`src/rtl/alut_pkg.sv`:
```
// Shared ALUT definitions: memory geometry, entry field layout, requester ids
// and the lock FSM encoding used by the memory arbiter.
package alut_pkg;

    localparam int AW = 8;
    localparam int DW = 83;

    // Entry layout: {valid, time[31:0], port[1:0], addr[47:0]}
    localparam int ENT_VALID_BIT = 82;
    localparam int ENT_TIME_MSB  = 81;
    localparam int ENT_TIME_LSB  = 50;
    localparam int ENT_PORT_MSB  = 49;
    localparam int ENT_PORT_LSB  = 48;
    localparam int ENT_ADDR_MSB  = 47;
    localparam int ENT_ADDR_LSB  = 0;

    typedef enum logic [1:0] {
        ADD  = 2'd0,
        SW   = 2'd1,
        AGE  = 2'd2,
        NONE = 2'd3
    } req_id_e;

    typedef enum logic {
        LK_IDLE   = 1'b0,
        LK_LOCKED = 1'b1
    } lock_st_e;

    // Grant vector bit order is {age, sw, add}
    function automatic logic [2:0] id_to_onehot(input req_id_e id);
        logic [2:0] oh;
        case (id)
            ADD:     oh = 3'b001;
            SW:      oh = 3'b010;
            AGE:     oh = 3'b100;
            default: oh = 3'b000;
        endcase
        return oh;
    endfunction

endpackage

```
`src/rtl/alut_mem_arb_if.sv`:
```
// Requester and memory-side signal bundle of the ALUT memory arbiter.
interface alut_mem_arb_if #(
    parameter int AW = alut_pkg::AW,
    parameter int DW = alut_pkg::DW
);
    logic          add_req;
    logic          add_we;
    logic [AW-1:0] add_addr;
    logic [DW-1:0] add_wdata;
    logic          add_lock;
    logic          add_gnt;
    logic          add_rvalid;

    logic          sw_req;
    logic          sw_we;
    logic [AW-1:0] sw_addr;
    logic [DW-1:0] sw_wdata;
    logic          sw_gnt;
    logic          sw_rvalid;

    logic          age_req;
    logic          age_we;
    logic [AW-1:0] age_addr;
    logic [DW-1:0] age_wdata;
    logic          age_gnt;
    logic          age_rvalid;

    logic [DW-1:0] rdata;
    logic          mem_cs;
    logic          mem_we;
    logic [AW-1:0] mem_addr;
    logic [DW-1:0] mem_wdata;
    logic [DW-1:0] mem_rdata;
    logic          arb_busy;

    modport slave (
        input  add_req, add_we, add_addr, add_wdata, add_lock,
        input  sw_req, sw_we, sw_addr, sw_wdata,
        input  age_req, age_we, age_addr, age_wdata,
        input  mem_rdata,
        output add_gnt, add_rvalid, sw_gnt, sw_rvalid, age_gnt, age_rvalid,
        output rdata, mem_cs, mem_we, mem_addr, mem_wdata, arb_busy
    );

    modport master (
        output add_req, add_we, add_addr, add_wdata, add_lock,
        output sw_req, sw_we, sw_addr, sw_wdata,
        output age_req, age_we, age_addr, age_wdata,
        output mem_rdata,
        input  add_gnt, add_rvalid, sw_gnt, sw_rvalid, age_gnt, age_rvalid,
        input  rdata, mem_cs, mem_we, mem_addr, mem_wdata, arb_busy
    );

endinterface

```
`src/rtl/alut_arb_prio.sv`:
```
// Fixed-priority winner select (add > sw > age) with lock hold-off and
// a one-shot age override when the age sweeper has starved.
module alut_arb_prio
    import alut_pkg::*;
(
    input  logic    en,
    input  logic    locked,
    input  logic    starve,
    input  logic    add_req,
    input  logic    sw_req,
    input  logic    age_req,
    output req_id_e win_id
);

    // Winner selection; lock beats starvation so a read-modify-write is never split
    always_comb begin
        win_id = NONE;
        if (!en) begin
            win_id = NONE;
        end else if (locked) begin
            if (add_req) begin
                win_id = ADD;
            end else begin
                win_id = NONE;
            end
        end else if (starve && age_req) begin
            win_id = AGE;
        end else if (add_req) begin
            win_id = ADD;
        end else if (sw_req) begin
            win_id = SW;
        end else if (age_req) begin
            win_id = AGE;
        end else begin
            win_id = NONE;
        end
    end

endmodule

```
`src/rtl/alut_mem_arb.sv`:
```
// Three-way ALUT memory arbiter: combinational grant, registered memory issue,
// fixed two-cycle read return routed back through a requester-id pipeline.
module alut_mem_arb #(
    parameter int AW         = alut_pkg::AW,
    parameter int DW         = alut_pkg::DW,
    parameter int STARVE_LIM = 8
) (
    input  logic           pclk,
    input  logic           p_reset,
    alut_mem_arb_if.slave  bus
);
    import alut_pkg::*;

    localparam int CW = $clog2(STARVE_LIM) + 1;

    req_id_e       win_s;
    logic [2:0]    gnt_s;
    logic          arb_en_s;
    logic          locked_s;
    logic          starve_s;
    lock_st_e      lock_st_r;
    lock_st_e      lock_nx_s;
    logic [CW-1:0] starve_cnt_r;

    logic          sel_we_s;
    logic [AW-1:0] sel_addr_s;
    logic [DW-1:0] sel_wdata_s;

    logic          mem_cs_r;
    logic          mem_we_r;
    logic [AW-1:0] mem_addr_r;
    logic [DW-1:0] mem_wdata_r;
    req_id_e       s1_id_r;
    logic          s2_valid_r;
    logic          s2_read_r;
    req_id_e       s2_id_r;

    assign arb_en_s = !p_reset;
    assign locked_s = (lock_st_r == LK_LOCKED);
    assign starve_s = (starve_cnt_r == CW'(STARVE_LIM));

    alut_arb_prio u_prio (
        .en      (arb_en_s),
        .locked  (locked_s),
        .starve  (starve_s),
        .add_req (bus.add_req),
        .sw_req  (bus.sw_req),
        .age_req (bus.age_req),
        .win_id  (win_s)
    );

    assign gnt_s       = id_to_onehot(win_s);
    assign bus.add_gnt = gnt_s[0];
    assign bus.sw_gnt  = gnt_s[1];
    assign bus.age_gnt = gnt_s[2];

    // Lock FSM next state
    always_comb begin
        lock_nx_s = lock_st_r;
        case (lock_st_r)
            LK_IDLE: begin
                if (gnt_s[0] && bus.add_lock) begin
                    lock_nx_s = LK_LOCKED;
                end else begin
                    lock_nx_s = LK_IDLE;
                end
            end
            LK_LOCKED: begin
                if (!bus.add_lock) begin
                    lock_nx_s = LK_IDLE;
                end else begin
                    lock_nx_s = LK_LOCKED;
                end
            end
            default: lock_nx_s = LK_IDLE;
        endcase
    end

    // Lock FSM state register
    always_ff @(posedge pclk) begin
        if (p_reset) begin
            lock_st_r <= LK_IDLE;
        end else begin
            lock_st_r <= lock_nx_s;
        end
    end

    // Age starvation counter, saturating so the override stays armed until age wins
    always_ff @(posedge pclk) begin
        if (p_reset) begin
            starve_cnt_r <= {CW{1'b0}};
        end else if (!bus.age_req || gnt_s[2]) begin
            starve_cnt_r <= {CW{1'b0}};
        end else if (!starve_s) begin
            starve_cnt_r <= starve_cnt_r + {{(CW-1){1'b0}}, 1'b1};
        end else begin
            starve_cnt_r <= starve_cnt_r;
        end
    end

    // Command mux of the winning requester
    always_comb begin
        sel_we_s    = 1'b0;
        sel_addr_s  = {AW{1'b0}};
        sel_wdata_s = {DW{1'b0}};
        case (win_s)
            ADD: begin
                sel_we_s    = bus.add_we;
                sel_addr_s  = bus.add_addr;
                sel_wdata_s = bus.add_wdata;
            end
            SW: begin
                sel_we_s    = bus.sw_we;
                sel_addr_s  = bus.sw_addr;
                sel_wdata_s = bus.sw_wdata;
            end
            AGE: begin
                sel_we_s    = bus.age_we;
                sel_addr_s  = bus.age_addr;
                sel_wdata_s = bus.age_wdata;
            end
            default: begin
                sel_we_s    = 1'b0;
                sel_addr_s  = {AW{1'b0}};
                sel_wdata_s = {DW{1'b0}};
            end
        endcase
    end

    // Issue stage and return stage; reset drops anything in flight
    always_ff @(posedge pclk) begin
        if (p_reset) begin
            mem_cs_r    <= 1'b0;
            mem_we_r    <= 1'b0;
            mem_addr_r  <= {AW{1'b0}};
            mem_wdata_r <= {DW{1'b0}};
            s1_id_r     <= NONE;
            s2_valid_r  <= 1'b0;
            s2_read_r   <= 1'b0;
            s2_id_r     <= NONE;
        end else begin
            mem_cs_r <= (win_s != NONE);
            mem_we_r <= sel_we_s;
            s1_id_r  <= win_s;
            if (win_s != NONE) begin
                mem_addr_r  <= sel_addr_s;
                mem_wdata_r <= sel_wdata_s;
            end else begin
                mem_addr_r  <= mem_addr_r;
                mem_wdata_r <= mem_wdata_r;
            end
            s2_valid_r <= mem_cs_r;
            s2_read_r  <= mem_cs_r && !mem_we_r;
            s2_id_r    <= s1_id_r;
        end
    end

    assign bus.mem_cs    = mem_cs_r;
    assign bus.mem_we    = mem_we_r;
    assign bus.mem_addr  = mem_addr_r;
    assign bus.mem_wdata = mem_wdata_r;

    // mem_rdata is the RAM output register; forced to zero outside a returning read
    assign bus.rdata      = s2_read_r ? bus.mem_rdata : {DW{1'b0}};
    assign bus.add_rvalid = s2_read_r && (s2_id_r == ADD);
    assign bus.sw_rvalid  = s2_read_r && (s2_id_r == SW);
    assign bus.age_rvalid = s2_read_r && (s2_id_r == AGE);
    assign bus.arb_busy   = locked_s || mem_cs_r || s2_valid_r;

endmodule

```
`src/flat_wrapper.sv`:
```
// flat-port wrapper written by rule: the top's interface ports become plain ports
module alut_mem_arb_flat import alut_pkg::*;
#(
    parameter int AW         = alut_pkg::AW,
    parameter int DW         = alut_pkg::DW,
    parameter int STARVE_LIM = 8
)
  (pclk, p_reset, bus_add_req, bus_add_we, bus_add_addr, bus_add_wdata, bus_add_lock, bus_sw_req, bus_sw_we, bus_sw_addr, bus_sw_wdata, bus_age_req, bus_age_we, bus_age_addr, bus_age_wdata, bus_mem_rdata, bus_add_gnt, bus_add_rvalid, bus_sw_gnt, bus_sw_rvalid, bus_age_gnt, bus_age_rvalid, bus_rdata, bus_mem_cs, bus_mem_we, bus_mem_addr, bus_mem_wdata, bus_arb_busy);
  alut_mem_arb_if #(.AW(AW), .DW(DW)) bus_i ();
  input  logic pclk;
  input  logic p_reset;
  input wire logic [$bits(bus_i.add_req)-1:0] bus_add_req;
  input wire logic [$bits(bus_i.add_we)-1:0] bus_add_we;
  input wire logic [$bits(bus_i.add_addr)-1:0] bus_add_addr;
  input wire logic [$bits(bus_i.add_wdata)-1:0] bus_add_wdata;
  input wire logic [$bits(bus_i.add_lock)-1:0] bus_add_lock;
  input wire logic [$bits(bus_i.sw_req)-1:0] bus_sw_req;
  input wire logic [$bits(bus_i.sw_we)-1:0] bus_sw_we;
  input wire logic [$bits(bus_i.sw_addr)-1:0] bus_sw_addr;
  input wire logic [$bits(bus_i.sw_wdata)-1:0] bus_sw_wdata;
  input wire logic [$bits(bus_i.age_req)-1:0] bus_age_req;
  input wire logic [$bits(bus_i.age_we)-1:0] bus_age_we;
  input wire logic [$bits(bus_i.age_addr)-1:0] bus_age_addr;
  input wire logic [$bits(bus_i.age_wdata)-1:0] bus_age_wdata;
  input wire logic [$bits(bus_i.mem_rdata)-1:0] bus_mem_rdata;
  output wire logic [$bits(bus_i.add_gnt)-1:0] bus_add_gnt;
  output wire logic [$bits(bus_i.add_rvalid)-1:0] bus_add_rvalid;
  output wire logic [$bits(bus_i.sw_gnt)-1:0] bus_sw_gnt;
  output wire logic [$bits(bus_i.sw_rvalid)-1:0] bus_sw_rvalid;
  output wire logic [$bits(bus_i.age_gnt)-1:0] bus_age_gnt;
  output wire logic [$bits(bus_i.age_rvalid)-1:0] bus_age_rvalid;
  output wire logic [$bits(bus_i.rdata)-1:0] bus_rdata;
  output wire logic [$bits(bus_i.mem_cs)-1:0] bus_mem_cs;
  output wire logic [$bits(bus_i.mem_we)-1:0] bus_mem_we;
  output wire logic [$bits(bus_i.mem_addr)-1:0] bus_mem_addr;
  output wire logic [$bits(bus_i.mem_wdata)-1:0] bus_mem_wdata;
  output wire logic [$bits(bus_i.arb_busy)-1:0] bus_arb_busy;
  assign bus_i.add_req = bus_add_req;
  assign bus_i.add_we = bus_add_we;
  assign bus_i.add_addr = bus_add_addr;
  assign bus_i.add_wdata = bus_add_wdata;
  assign bus_i.add_lock = bus_add_lock;
  assign bus_i.sw_req = bus_sw_req;
  assign bus_i.sw_we = bus_sw_we;
  assign bus_i.sw_addr = bus_sw_addr;
  assign bus_i.sw_wdata = bus_sw_wdata;
  assign bus_i.age_req = bus_age_req;
  assign bus_i.age_we = bus_age_we;
  assign bus_i.age_addr = bus_age_addr;
  assign bus_i.age_wdata = bus_age_wdata;
  assign bus_i.mem_rdata = bus_mem_rdata;
  assign bus_add_gnt = bus_i.add_gnt;
  assign bus_add_rvalid = bus_i.add_rvalid;
  assign bus_sw_gnt = bus_i.sw_gnt;
  assign bus_sw_rvalid = bus_i.sw_rvalid;
  assign bus_age_gnt = bus_i.age_gnt;
  assign bus_age_rvalid = bus_i.age_rvalid;
  assign bus_rdata = bus_i.rdata;
  assign bus_mem_cs = bus_i.mem_cs;
  assign bus_mem_we = bus_i.mem_we;
  assign bus_mem_addr = bus_i.mem_addr;
  assign bus_mem_wdata = bus_i.mem_wdata;
  assign bus_arb_busy = bus_i.arb_busy;
  alut_mem_arb #(.AW(AW), .DW(DW), .STARVE_LIM(STARVE_LIM)) u_core (.pclk(pclk), .p_reset(p_reset), .bus(bus_i));
endmodule
```
`config.mk`:
```
export PLATFORM = sky130hd
export DESIGN_NAME = alut_mem_arb_flat
export DESIGN_NICKNAME = d
export VERILOG_FILES = /design/src/rtl/alut_pkg.sv /design/src/rtl/alut_mem_arb_if.sv /design/src/rtl/alut_arb_prio.sv /design/src/rtl/alut_mem_arb.sv /design/src/flat_wrapper.sv
export SDC_FILE = /design/constraint.sdc
export NUM_CORES = 1
export LEC_CHECK = 0
export ABC_AREA = 1
export CAP_MARGIN = 20
export CORE_AREA = 4 4 211 213
export DETAILED_ROUTE_END_ITERATION = 16
export DIE_AREA = 0 0 215 217
export GPL_TIMING_DRIVEN = 0
export PLACE_DENSITY = 0.53
export SYNTH_ARGS = -nofsm -noshare
export SYNTH_HDL_FRONTEND = slang
export SYNTH_SLANG_ARGS = --single-unit
```
`constraint.sdc`:
```
create_clock -name pclk -period 5.3 [get_ports pclk]
set_clock_uncertainty 0.1 [all_clocks]
set_input_delay 1.325 -clock pclk [delete_from_list [all_inputs] [get_ports pclk]]
set_output_delay 1.325 -clock pclk [all_outputs]
set_load 0.03 [all_outputs]
```
==> results.md <==
- The run finished with clean final reports.
- Yosys printed 0 warnings.
- The first global-routing pass estimated between 60,000 and 70,000 um of wire.
- Dividing the synthesized area by the synthesized cell count gives approximately 5.7 um2.
- The share of cells above drive strength 1 is between 3 and 4%.
- Measured along the y axis, the die boundary spans between 200 and 250 um.
- The share of the yosys chip area belonging to registers is 32.36%.
- The detailed router placed between 9k and 10k vias in this run.
- Counting both buffers and inverters, the worst setup path holds a total of 3.
- The path class of the tightest hold or removal check is reg -> reg.
- At the end of routability-driven placement, the weighted congestion stood at 1.005.
- After synthesis, the cell types taking the most area are sky130_fd_sc_hd__dfxtp_1 (32%), sky130_fd_sc_hd__nand2_1 (20%), sky130_fd_sc_hd__inv_1 (14%).
- The die is around 220 um wide.
- The deepest level of the CTS H-tree is 3.
- The DRC violation count after routing is 0.
- The maximum buffer depth of the clock tree is 2.
- In this run, synthesis produced a sequential element count of roughly 100.
- For this design the ratio of total power to cell area is about 220 mW/mm2.
- The initial utilization of the core area, before any placement, comes to between 10% and 20%.
- The number of antenna violations at the first check in global routing was 7.
- Based on the critical path, the design can be clocked at up to 198.0 MHz.
- Across the run, the number of max-cap violations was 0.
- In this run, placement finished with an instance count of 2,220.
- Buffers inserted during clock tree synthesis total 9.
- The largest voltage drop on the vdd net is ~140 uV.
- The first detailed-routing pass took 5 iterations.
- The worst path in the final design needs a cycle of just over 5000 ps, including I/O delays and setup.
- After global routing the overflow that remains totals 0.
- The placeable core area is between 0.04 and 0.05 mm2.
- Setup repair after global routing left no endpoint under its margin.
- The data arrival time of the critical path is 3620 ps.
- Once detail routing completed, the nets flagged for antenna violations numbered 0.
- After synthesis, the most frequently instantiated cells are sky130_fd_sc_hd__nand2_1 (344), sky130_fd_sc_hd__inv_1 (233), sky130_fd_sc_hd__o21ai_0 (147).
- The fraction of registers with async set or reset after synthesis is 0%.
- The count of endpoints failing hold in the final timing report came to 0.
- The clock-pin transition on the worst setup and hold timing paths is ~80 ps.
- The number of primary I/O pins is around 550.
- The total count of max-transition violations in the final report came to 0.
- The number of global-route vias before repair is between 9k and 10k.
- The library cell occupying the most area in the post-synthesis netlist is sky130_fd_sc_hd__dfxtp_1.
- The count of flip-flops with a built-in enable after synthesis is 0.
- Entering global routing, the biggest net connects 20 pins.
- The worst slack on hold paths is around 320 ps.
- Setup violations remaining at the end of the flow were counted as 0.
- In this run the clock root is driven by a sky130_fd_sc_hd__clkbuf_16.
- Row generation in the floorplan step produced 76 rows.
- At the worst endpoint, the required time is about 3900 ps.
- During placement, the flow inserted port buffers numbering 547.
- At the pin with the least slew margin, the transition time is around 1000 ps.
- Summing every instance area after synthesis gives 0.006434 mm2.
- The floorplan die area is approximately 0.047 mm2.
- Detailed placement ended at an HPWL of between 30,000 and 40,000 um.
- After synthesis, the netlist uses 28 different library cells.
- The final net count is 2,056.
- The worst setup path is of the in -> out kind.
- The area growth from synthesis to layout is 101.4%.
- TritonCTS built the clock tree.
- The total detailed-routing wirelength is about 45,000 um.
- The library cell contributing the largest single delay on the critical path is sky130_fd_sc_hd__clkdlybuf4s50_1.
- The maximum net fanout on the critical path is 10.
- The top cell type by area accounts for between 30% and 40% of the synthesized area.
- The headroom to the max-slew limit is between 30% and 40%.
- The detailed router finished its first iteration with approximately 330 violations.
- The number of nets produced by synthesis is 1,494.
- The cell repeated most along the worst path is sky130_fd_sc_hd__clkdlybuf4s50_1.
- The clock reaches the later pin of the worst-skew pair after 380 ps.
- The critical path launch point type is an input pin.
- The finished layout holds roughly 2.2k standard cells, fillers aside.
- In this design, the stage delay of the slowest critical-path cell is about 710 ps.
- The kind of cell with the highest combined delay along the critical path is buffers and inverters.
- The worst setup path is captured at an output port.
- The number of standard cells after synthesis is approximately 1.1k.
- After clock tree synthesis, the flow added hold-fix buffers numbering 0.
- After detailed routing, the average wire length per cell comes to between 20 and 25 um.
- The setup TNS is 0 ps.
- For this run, the share of the core covered by cells in the final layout is a little under a third.
- The share of the clock period used by the worst path after layout is 95.27%.
- Dividing the detail-routed via count by the number of cells gives 4.069.
- The clock sink total is approximately 100.
- The main flop type after synthesis is sky130_fd_sc_hd__dfxtp_1.
- The total global routing track utilization is around a fifth.
- Walking the worst path, the cells encountered are clkdlybuf4s50_1, nand4_2, nand2_1, nand2_2, nor2_2, clkbuf_4, clkdlybuf4s50_1.
- The static power due to leakage is around 0.0063 uW.
- sky130_fd_sc_hd__nand2_1 is the most common cell in the netlist.
[report_power, final]
group          switching, uW  leakage [uW]  internal (uW)
logic                    656       0.00531            540
registers               38.4      0.000862            858
clock network            369      0.000150            377
[cell families (layout without fill, tap and decap cells)]
kind of cell | Yosys count | after routing | share of synthesized area, %
xor+xnor | 1 | 1 | 0.1362
other cells | 0 | 4 | 0
buf+inv | 305 | 872 | 18.61
compound gates | 158 | 158 | 12.68
fa+ha+maj | 2 | 2 | 0.3889
simple gates | 557 | 557 | 35.82
flops | 104 | 104 | 32.36
[metrics by stage]
stage / total power (uW) / instance area (um2) / setup slack (ps)
after floorplan: 1438 / 6434 / 1509
after global routing: 2997 / 12960 / 74.23
final: 2840 / 12960 / 250.6
after global placement: 2114 / 12590 / -778.8
after CTS: 2898 / 12940 / 13.03
after detailed placement: 2119 / 12590 / -779.6
[registers in the layout, indices dropped and copies added, names as in the netlist]
| register | cells |
|---|---|
| u_core.s1_id_r | 2 |
| u_core.lock_st_r | 1 |
| u_core.bus.mem_wdata | 83 |
| u_core.bus.mem_we | 1 |
| u_core.s2_valid_r | 1 |
| u_core.starve_cnt_r | 4 |
| u_core.bus.mem_cs | 1 |
| u_core.s2_id_r | 2 |
| u_core.s2_read_r | 1 |
| u_core.bus.mem_addr | 8 |
[layout make-up]
class | count | area (um2)
Clock buffer | 9 | 225.2
Multi-Input combinational cell | 718 | 3162
Clock inverter | 7 | 86.33
Buffer | 69 | 317.8
Sequential cell | 104 | 2082
Antenna cell | 4 | 10.01
Fill cell | 4739 | 29740
Inverter | 236 | 885.9
Timing Repair Buffer | 551 | 5504
Tap cell | 546 | 683.2
[worst register-to-register path: cells and delay by family (launching register included)]
kind | cells | cell delay [ps]
adders and majority gates | 1 | 250
and+or+nand+nor | 8 | 1160
DFF | 1 | 390
buffers and inverters | 4 | 860
[routing by layer]
metal  part of all wire (%)  track usage [%]  vias to the layer above  wire length (um)
met5                  0.090                0                        -                41
met4                    5.2            10.65                        6              2378
met3                    8.7            6.842                       63              3959
met2                     52            34.90                      421             23500
met1                     34            17.43                     4119             15540
li1                       -                -                     4522                 -
[placed cells by master (no fill, tap or decap), types with 2 or more instances in the layout]
| cell | instances |
|---|---|
| sky130_fd_sc_hd__nand2_1 | 344 |
| sky130_fd_sc_hd__nor2_1 | 83 |
| sky130_fd_sc_hd__clkinv_4 | 2 |
| sky130_fd_sc_hd__ha_1 | 2 |
| sky130_fd_sc_hd__buf_6 | 4 |
| sky130_fd_sc_hd__clkbuf_1 | 42 |
| sky130_fd_sc_hd__nor3_1 | 4 |
| sky130_fd_sc_hd__inv_1 | 233 |
| sky130_fd_sc_hd__inv_8 | 2 |
| sky130_fd_sc_hd__o21ai_0 | 147 |
| sky130_fd_sc_hd__o21ai_1 | 5 |
| sky130_fd_sc_hd__nand4_1 | 14 |
| sky130_fd_sc_hd__buf_1 | 6 |
| sky130_fd_sc_hd__buf_4 | 6 |
| sky130_fd_sc_hd__dfxtp_1 | 104 |
| sky130_fd_sc_hd__nor2_4 | 2 |
| sky130_fd_sc_hd__nand3_1 | 100 |
| sky130_fd_sc_hd__buf_2 | 14 |
| sky130_fd_sc_hd__a21oi_4 | 2 |
| sky130_fd_sc_hd__clkdlybuf4s50_1 | 546 |
| sky130_fd_sc_hd__clkbuf_16 | 9 |
| sky130_fd_sc_hd__diode_2 | 4 |
| sky130_fd_sc_hd__inv_2 | 3 |
| sky130_fd_sc_hd__nand2_2 | 3 |
| sky130_fd_sc_hd__or2_2 | 2 |
| sky130_fd_sc_hd__a21oi_1 | 3 |
[path summary, 6_finish.rpt]
path	slack (ps)	cells after the start	to	startpoint
worst max-delay path	250	7	bus_add_gnt	bus_age_req
worst min-delay path	320	1	u_core.s2_id_r[1]	u_core.s1_id_r[1]
worst max register to register	2500	13	u_core.bus.mem_wdata[17]	u_core.starve_cnt_r[0]
worst min register to register	320	1	u_core.s2_id_r[1]	u_core.s1_id_r[1]
[repair_timing]
action                     CTS  global route
gates cloned                 0             0
pin swaps                    1             0
setup buffers                4             0
gates resized for setup      7             2
setup endpoints to repair    3             1
(Power assumes the default switching activity.)
